==> config.mk <==
export PLATFORM = sky130hd
export DESIGN_NAME = serial_subtractor
export DESIGN_NICKNAME = d
export VERILOG_FILES = /design/src/rtl/serial_subtractor.sv
export SDC_FILE = /design/constraint.sdc
export NUM_CORES = 1
export LEC_CHECK = 0
export ABC_AREA = 1
export ABC_CLOCK_PERIOD_IN_PS = 2700
export BUFFER_PORTS_ARGS = -buffer_cell sky130_fd_sc_hd__buf_2
export CAP_MARGIN = 40
export CORE_MARGIN = 3
export CORE_UTILIZATION = 50
export CTS_CLUSTER_SIZE = 40
export DETAILED_ROUTE_END_ITERATION = 6
export GPL_ROUTABILITY_DRIVEN = 0
export PLACE_DENSITY = 0.74
export SETUP_SLACK_MARGIN = 0.15
export SLEW_MARGIN = 20
export SYNTH_ARGS = -nofsm -noshare
export SYNTH_HDL_FRONTEND = slang
export SYNTH_SLANG_ARGS = --single-unit
export TNS_END_PERCENT = 50
==> constraint.sdc <==
create_clock -name clk -period 2.7 [get_ports clk]
set_input_delay 0.54 -clock clk [delete_from_list [all_inputs] [get_ports clk]]
set_output_delay 0.54 -clock clk [all_outputs]
set_load 0.02 [all_outputs]
==> src/rtl/serial_subtractor.sv <==
// Bit-serial ripple-borrow subtractor: D = A - B, one full-subtractor cell, LSB first.
// Operands are captured on an accepted start; results are registered and held until the next done.
module serial_subtractor #(
  parameter int WIDTH = 3
) (
  input  logic             clk,
  input  logic             rst,
  input  logic             start,
  input  logic [WIDTH-1:0] A,
  input  logic [WIDTH-1:0] B,
  output logic             busy,
  output logic             done,
  output logic [WIDTH-1:0] D,
  output logic             Bout,
  output logic             Z
);

  localparam int CW = $clog2(WIDTH + 1);
  localparam logic [CW-1:0] LAST_BIT = CW'(WIDTH - 1);

  typedef enum logic {IDLE, RUN} state_t;

  state_t           state_q, state_d;
  logic [CW-1:0]    cnt_q, cnt_d;
  logic [WIDTH-1:0] a_sr_q, a_sr_d;
  logic [WIDTH-1:0] b_sr_q, b_sr_d;
  logic [WIDTH-1:0] d_sr_q, d_sr_d;
  logic             br_q, br_d;
  logic             done_q, done_d;
  logic [WIDTH-1:0] d_q, d_d;
  logic             bout_q, bout_d;
  logic             z_q, z_d;

  logic             a_bit, b_bit, diff_bit, br_nxt;
  logic [WIDTH-1:0] d_shift;

  // Full-subtractor cell shared by every bit position.
  assign a_bit    = a_sr_q[0];
  assign b_bit    = b_sr_q[0];
  assign diff_bit = a_bit ^ b_bit ^ br_q;
  assign br_nxt   = (~a_bit & b_bit) | (~a_bit & br_q) | (b_bit & br_q);
  assign d_shift  = {diff_bit, d_sr_q[WIDTH-1:1]};

  always_comb begin
    state_d = state_q;
    cnt_d   = cnt_q;
    a_sr_d  = a_sr_q;
    b_sr_d  = b_sr_q;
    d_sr_d  = d_sr_q;
    br_d    = br_q;
    done_d  = 1'b0;
    d_d     = d_q;
    bout_d  = bout_q;
    z_d     = z_q;

    unique case (state_q)
      IDLE: begin
        if (start) begin
          a_sr_d  = A;
          b_sr_d  = B;
          d_sr_d  = '0;
          br_d    = 1'b0;
          cnt_d   = '0;
          state_d = RUN;
        end
      end
      RUN: begin
        a_sr_d = a_sr_q >> 1;
        b_sr_d = b_sr_q >> 1;
        d_sr_d = d_shift;
        br_d   = br_nxt;
        cnt_d  = cnt_q + 1'b1;
        if (cnt_q == LAST_BIT) begin
          // Publish only the completed word; outputs never show a partial result.
          d_d     = d_shift;
          bout_d  = br_nxt;
          z_d     = (d_shift == '0);
          done_d  = 1'b1;
          state_d = IDLE;
        end
      end
      default: state_d = IDLE;
    endcase
  end

  always_ff @(posedge clk or posedge rst) begin
    if (rst) begin
      state_q <= IDLE;
      cnt_q   <= '0;
      a_sr_q  <= '0;
      b_sr_q  <= '0;
      d_sr_q  <= '0;
      br_q    <= 1'b0;
      done_q  <= 1'b0;
      d_q     <= '0;
      bout_q  <= 1'b0;
      z_q     <= 1'b1;
    end else begin
      state_q <= state_d;
      cnt_q   <= cnt_d;
      a_sr_q  <= a_sr_d;
      b_sr_q  <= b_sr_d;
      d_sr_q  <= d_sr_d;
      br_q    <= br_d;
      done_q  <= done_d;
      d_q     <= d_d;
      bout_q  <= bout_d;
      z_q     <= z_d;
    end
  end

  assign busy = (state_q == RUN);
  assign done = done_q;
  assign D    = d_q;
  assign Bout = bout_q;
  assign Z    = z_q;

endmodule

## Word-level counts from Yosys, hierarchy flattened

Index checks and enable logic that the tools add are counted.

- Memory bits (writable): 0
- Bits of input ports: 9
- Memories kept: 0
- Bits in latches: 0
- Word-level logic and storage cells: 39
- Output and inout port bits: 7
- Memory bits (read-only): 0
- Register bits after elaboration: 19

- Div/mod/pow operators: 0
- Reduce and logical (&&, ||, !) cells: 2
- Equality and inequality tests: 2
- Bitwise logic cells: 9
- $add $sub $neg: 1
- Muxes and demuxes: 15
- Magnitude comparators: 0
- Shifts and indexed selects: 0
- $mul: 0

Operators by type and width:

| operator | count |
|---|---|
| $pmux W3 S2 | 3 |
| $mux W3 | 3 |
| $mux W1 | 5 |
| $pmux W1 S2 | 2 |
| $pmux W2 S2 | 1 |
| $and A1 B1 Y1 | 3 |
| $logic_not A3 Y1 | 1 |
| $add A2 B1 Y2 const B | 1 |
| $eq A2 B2 Y1 const B | 1 |
| $mux W2 | 1 |
| $ne A2 B2 Y1 const B | 1 |
| $not A1 Y1 | 2 |
| $or A1 B1 Y1 | 2 |
| $reduce_and A2 Y1 | 1 |
| $xor A1 B1 Y1 | 2 |

## Logic depth before layout (Yosys ltp)

Gate-level depths: netlist of the first run.

- Depth after elaboration: 5
- Mapped depth: 6
- Depth with buffers taken out: 6

## Worst setup path after synthesis of the first run

Ideal clock, no wire load.

- Kind: reg2reg
- From: reg a_sr_q[0]
- To: reg d_q[2], in the netlist D[2]
- Path buffers: 0
- Cell stages (with the launch flop): 4
- Clock period less this slack: 1.167 ns
- Arrival time: 1.047 ns
- Slack: 1.533 ns
- Required time: 2.580 ns
- Library setup time: 0.120 ns
- Path through: dfrtp_1 > fa_1 > nor2_1 > nor2_1

- Word-level cells in the longest chain between the ends: 2

RTL lines:

| item | RTL line | source |
|---|---|---|
| start, declared | 25 | `logic [WIDTH-1:0] a_sr_q, a_sr_d;` |
| start signal, assigned | 101 | `a_sr_q <= a_sr_d;` |
| $xor A1 B1 Y1 (2 in series) | 40 | `assign diff_bit = a_bit ^ b_bit ^ br_q;` |
| via diff_bit | 34 | `logic a_bit, b_bit, diff_bit, br_nxt;` |
| end signal, assigned | 95 | `d_q <= '0;` |
| end signal, assigned | 106 | `d_q <= d_d;` |
| end, declared | 30 | `logic [WIDTH-1:0] d_q, d_d;` |

The timed path passes the listed nets, and every way through them passes these cells.
A chain may end at the register's enable or synchronous reset.

## Final worst setup path of the first run

- From: reg state_q, in the netlist busy
- To: out busy

RTL lines:

| item | RTL line | source |
|---|---|---|
| start, declared | 23 | `state_t state_q, state_d;` |
| start signal, assigned | 99 | `state_q <= state_d;` |
| end, declared | 11 | `output logic busy,` |

No word-level cell between the ends.

==> impl_metrics.csv, run 1 <==
group,metric,value,unit
route,drtPass1Iterations,5,
finish,fin_cells,111,
place,dp_hpwl,852.7,um
cts,postCtsSetupBuffers,0,
synth,syn_inst,79,
global_routing,grt_usage,15.36,%
setup_path,critPathMaxFanout,9,
sta,setup_violations,0,
synth,yosysWarnings,0,
setup_path,cpLargestDelayFamily,"flip-flops",
synth,synth_seq_cells,18,
route,drt_iter0_drc,9,
global_routing,grt_pass1_vias,513,
power,ir_drop,0.5981,mV
cts,clock_latency,0.29,ns
sta,skew,0.002050,ns
cts,ctsLongestPathBuffers,2,
sta,clock.fmax,600.4,MHz
cts,h-tree-depth,1,
cts,cts-resized-gates,0,
setup_path,cp_slowest_cell,"dfrtp_1",
finish,drive_above_1_share,26.04,%
global_routing,grt_first_pass_wirelength,2228,um
synth,ys_types,14,
power,leakage,0.4671,nW
finish,fin_nets,108,
route,final_antenna_net_count,0,
flow_run,drv_cap,0,
cts,cts_hold_buffers,0,
sta,whs,0.3269,ns
cts,cts_tree,"yes",
power,power.density,1121,nW/um^2
place,numPortBuffers,15,
sta,rsz0062_at_grt,"false",
finish,fillers,122,
setup_path,cp.arrival,1.13,ns
setup_path,criticalPathCategory,"reg -> out",
finish,diodes,0,
global_routing,grt-ovfl-total,0,
route,wire_per_inst,10.99,um
setup_path,required,2.16,ns
power,total_power,976.3,uW
route,routed_via_density,4.946,
sta,tns,0,ns
global_routing,antenna_found_initial,0,
die,core,1366,sq um
synth,syn_area,763.2,sq um
cts,cts_sinks,18,
sta,final-hold-violation-count,0,
setup_path,worst_setup_path_start_kind,"register",
synth,synth_top_area_share,55.74,%
route,drt_wl_total,1220,um
sta,fin_crit,1.666,ns
synth,syn_avg_cell_area,9.661,sq um
die,ios,16,
worst_hold_path,hold_path_class,"in -> async",
cts,cts_made_buffers,3,
finish,synthToLayoutAreaGrowth,14.10,%
sta,tightest_slew,0.6546,ns
die,die_w,45.07,um
status,status,"finished, final reports clean",
place,dp.cells,107,
setup_path,worst-path-buf-inv,1,
die,die_h,45.07,um
sta,finalMaxSlewViolations,0,
cts,clockRootBuffer,"clkbuf_4",
route,vias,549,
setup_path,crit_path_cell_trace,"buf_2",
sta,relSlewSlack,56.32,%
place,placed_cell_area,834.6,sq um
synth,syn_nets,90,
setup_path,cp_slowest_stage_delay,0.60,ns
cts,path_clk_slew,0.10,ns
synth,seq_area_frac_synth,59.18,%
route,drcViolationCount,0,
die,die-area,2031,sq um
global_routing,grt_start_max_net_pins,19,
die,fp-row-count,13,
sta,min_period_over_period,61.69,%
finish,final_area,870.8,sq um
synth,netlist_top_cells_area,"dfrtp_1 (56%), nand2_1 (13%), nand3_1 (6.6%)",
setup_path,end_kind,"primary output",
die,initial_core_util,55.86,%
synth,yosysTopAreaCell,"dfrtp_1",
power by group:
group	switching [mW]	internal, mW
registers	0.0759	0.380
clock network	0.0810	0.0821
logic	0.222	0.135
cell type report:
cell class	count	area, sq um	share of cell area [%]
inverters	7	26.28	3.017
repair buffers	15	75.07	8.621
flip-flops and latches	18	451.7	51.87
well taps	15	18.77	2.155
multi-input cells	52	262.8	30.17
clock buffers	4	36.28	4.167
worst paths after layout:
path                            from   endpoint  slack (ns)  depth (start not counted)
min reg2reg                        Z          Z        0.47                          2
max in group asynchronous        rst  a_sr_q[1]        1.96                          2
min                              rst       D[2]        0.33                          2
max reg2reg                a_sr_q[0]          Z        1.44                          4
min in group clk                   Z          Z        0.47                          2
max                             busy       busy        1.03                          1
placed cells by master, fill, tap and decap left out:
| cell | count |
|---|---|
| fa_1 | 1 |
| inv_2 | 1 |
| dfstp_2 | 1 |
| dfrtp_1 | 17 |
| nand2_4 | 1 |
| nor2_1 | 5 |
| buf_2 | 15 |
| o21ai_2 | 2 |
| clkbuf_8 | 1 |
| nand2_1 | 27 |
| ha_1 | 1 |
| nand3_1 | 10 |
| o21ai_0 | 4 |
| inv_1 | 6 |
| clkbuf_4 | 3 |
| nor2_4 | 1 |
cell usage after synthesis (all sizes together):
cell type  number
nand2          28
dfrtp          17
nand3          10
inv             7
nor2            6
o21ai           6
buf             2
dfstp           1
fa              1
ha              1
sequential cells by signal (all words and copies together) (netlist names):
signal / cells
br_q: 1
Z: 1
D: 3
a_sr_q: 3
busy: 1
Bout: 1
b_sr_q: 3
done: 1
cnt_q: 2
d_sr_q: 2
metrics by stage:
stage	utilization [%]	worst slack, ns
final	63.74	1.034
after global routing	63.74	0.9546
after CTS	63.74	1.034
after detailed placement	61.08	1.365
after global placement	61.08	1.371
after floorplan	-	1.533
kinds of logic (layout without fill, tap and decap cells):
family                     after synthesis  in the layout  synth area share (%)
and+or+nand+nor                         44             44                 25.25
DFF                                     18             18                 59.18
buffers and inverters                    9             26                 6.393
AOI/OAI and AO/OA                        6              6                 4.919
adders and majority gates                2              2                 4.262
layer usage:
layer	track usage (%)	vias to the layer above	routed length, um
met5	0	-	0
li1	-	281	-
met4	8.772	0	12
met1	21.71	252	609
met3	3.586	2	61
met2	21.47	14	537
Power figures use the tool's default switching activity.
==> run 2, diff against run 1 <==
ABC_CLOCK_PERIOD_IN_PS = 1700   (was 2700)
clock period = 1.7 ns   (was 2.7 ns; I/O delays follow)
==> run 2 against run 1 <==
Compared with the run above:
- clock skew up 0.0062 ns
- flip-flop and latch count unchanged
- setup slack worse by 0.81 ns
- clock power up 31%
- via count up 3.5%
- critical endpoint unchanged
==> impl_metrics.csv, run 2 (synthesis results as in run 1) <==
group,metric,value,unit
sta,tns,0,ns
route,final_antenna_net_count,0,
finish,fin_cells,111,
route,drcViolationCount,0,
sta,clock.fmax,676.7,MHz
cts,postCtsSetupBuffers,0,
route,route.met2.wl,569,um
die,die_w,45.07,um
sta,whs,0.1215,ns
route,drtPass1Iterations,4,
route,routed_via_density,5.117,
setup_path,cpLargestDelayFamily,"flip-flops",
setup_path,startpoint,"busy",
setup_path,cp_slowest_cell,"dfrtp_1",
setup_path,criticalPathCategory,"reg -> out",
cts,cts_sinks,18,
power,leakage,0.4611,nW
setup_path,crit_path_cell_trace,"buf_2",
route,top_layer_used,"met4",
setup_path,worst-path-buf-inv,1,
route,drt-met1-wl,522,um
cts,cts-resized-gates,0,
finish,drive_above_1_share,25.00,%
power,power.density,1739,nW/um^2
die,die_h,45.07,um
setup_path,required,1.36,ns
setup_path,worst_setup_path_start_kind,"register",
sta,relSlewSlack,56.49,%
sta,rsz0062_at_grt,"false",
finish,final_cell_mix,"nand2_1 (27), dfrtp_1 (17), buf_2 (15), nand3_1 (10), inv_1 (6)",
cts,clockRootBuffer,"clkbuf_4",
worst_hold_path,hold_path_class,"in -> async",
sta,fin_crit,1.478,ns
sta,skew,0.008261,ns
sta,final-hold-violation-count,0,
sta,finalMaxSlewViolations,0,
global_routing,grt_pass1_vias,513,
cts,path_clk_slew,0.10,ns
global_routing,grt_usage,15.05,%
die,die-area,2031,sq um
cts,cts_hold_buffers,0,
sta,fin_ws,0.2222,ns
setup_path,critPathMaxFanout,9,
place,dp_hpwl,900.2,um
finish,layout_commonest_cell,"nand2_1",
finish,diodes,0,
route,drt_iter0_drc,11,
setup_path,cp.arrival,1.14,ns
place,dp.cells,107,
finish,fin_nets,108,
route,met3_length,74,um
status,status,"finished, final reports clean",
place,numPortBuffers,15,
finish,synthToLayoutAreaGrowth,12.79,%
global_routing,antenna_found_initial,0,
cts,clock_latency,0.29,ns
sta,tightest_slew,0.6520,ns
place,dp_slack,0.4927,ns
setup_path,cp_slowest_stage_delay,0.61,ns
cts,h-tree-depth,1,
cts,cts_tree,"yes",
die,fp-row-count,13,
global_routing,grt_start_max_net_pins,19,
route,vias,568,
flow_run,drv_cap,0,
setup_path,r2r_start,"a_sr_q[0]",
cts,cts_made_buffers,3,
route,drt_wl_total,1195,um
finish,final_util,63.00,%
setup_path,end_kind,"primary output",
global_routing,grt_first_pass_wirelength,2159,um
sta,setup_violations,0,
die,ios,16,
power,ir_drop,0.7760,mV
die,initial_core_util,55.86,%
global_routing,grt-ovfl-total,0,
die,core,1366,sq um
sta,min_period_over_period,86.93,%
route,wire_per_inst,10.77,um
cts,ctsLongestPathBuffers,2,
==> run 2: cell counts in the layout (fill, tap and decap cells not counted) <==
Identical to the previous run, type by type.
==> run 2: report_power, final <==
group / internal (mW) / switching, mW / total, mW / leakage (nW)
clock network: 0.0911 / 0.122 / 0.213 / 0.0150
logic: 0.212 / 0.348 / 0.561 / 0.219
registers: 0.604 / 0.120 / 0.724 / 0.227
==> run 2: layout make-up <==
type,count,area (sq um)
sequential,18,451.7
tap,15,18.77
timing repair buffer,15,75.07
multi-input combinational,52,262.8
clock buffer,4,26.28
inverter,7,26.28
fill,133,505.5
==> run 2: worst paths after layout <==
kind | end | slack [ns] | cells after the start
setup / recovery | busy | 0.22 | 1
setup reg to reg | Z | 0.47 | 4
max in group asynchronous | b_sr_q[1] | 1.15 | 2
hold reg to reg | Z | 0.47 | 2
min in group clk | a_sr_q[2] | 0.29 | 3
hold / removal | done | 0.12 | 2
==> run 2: stage by stage <==
stage / cell area, sq um / power (mW)
3_5_place_dp: 834.6 / 1.309
3_3_place_gp: 834.6 / 1.290
6_report: 860.8 / 1.497
4_1_cts: 860.8 / 1.524
5_1_grt: 860.8 / 1.646
2_1_floorplan: 763.2 / 1.175
==> run 2: layer usage <==
metal,up-vias,GRT usage (%)
met4,0,8.772
met2,16,24.58
met1,264,17.92
met5,-,0
li1,284,-
met3,4,3.586
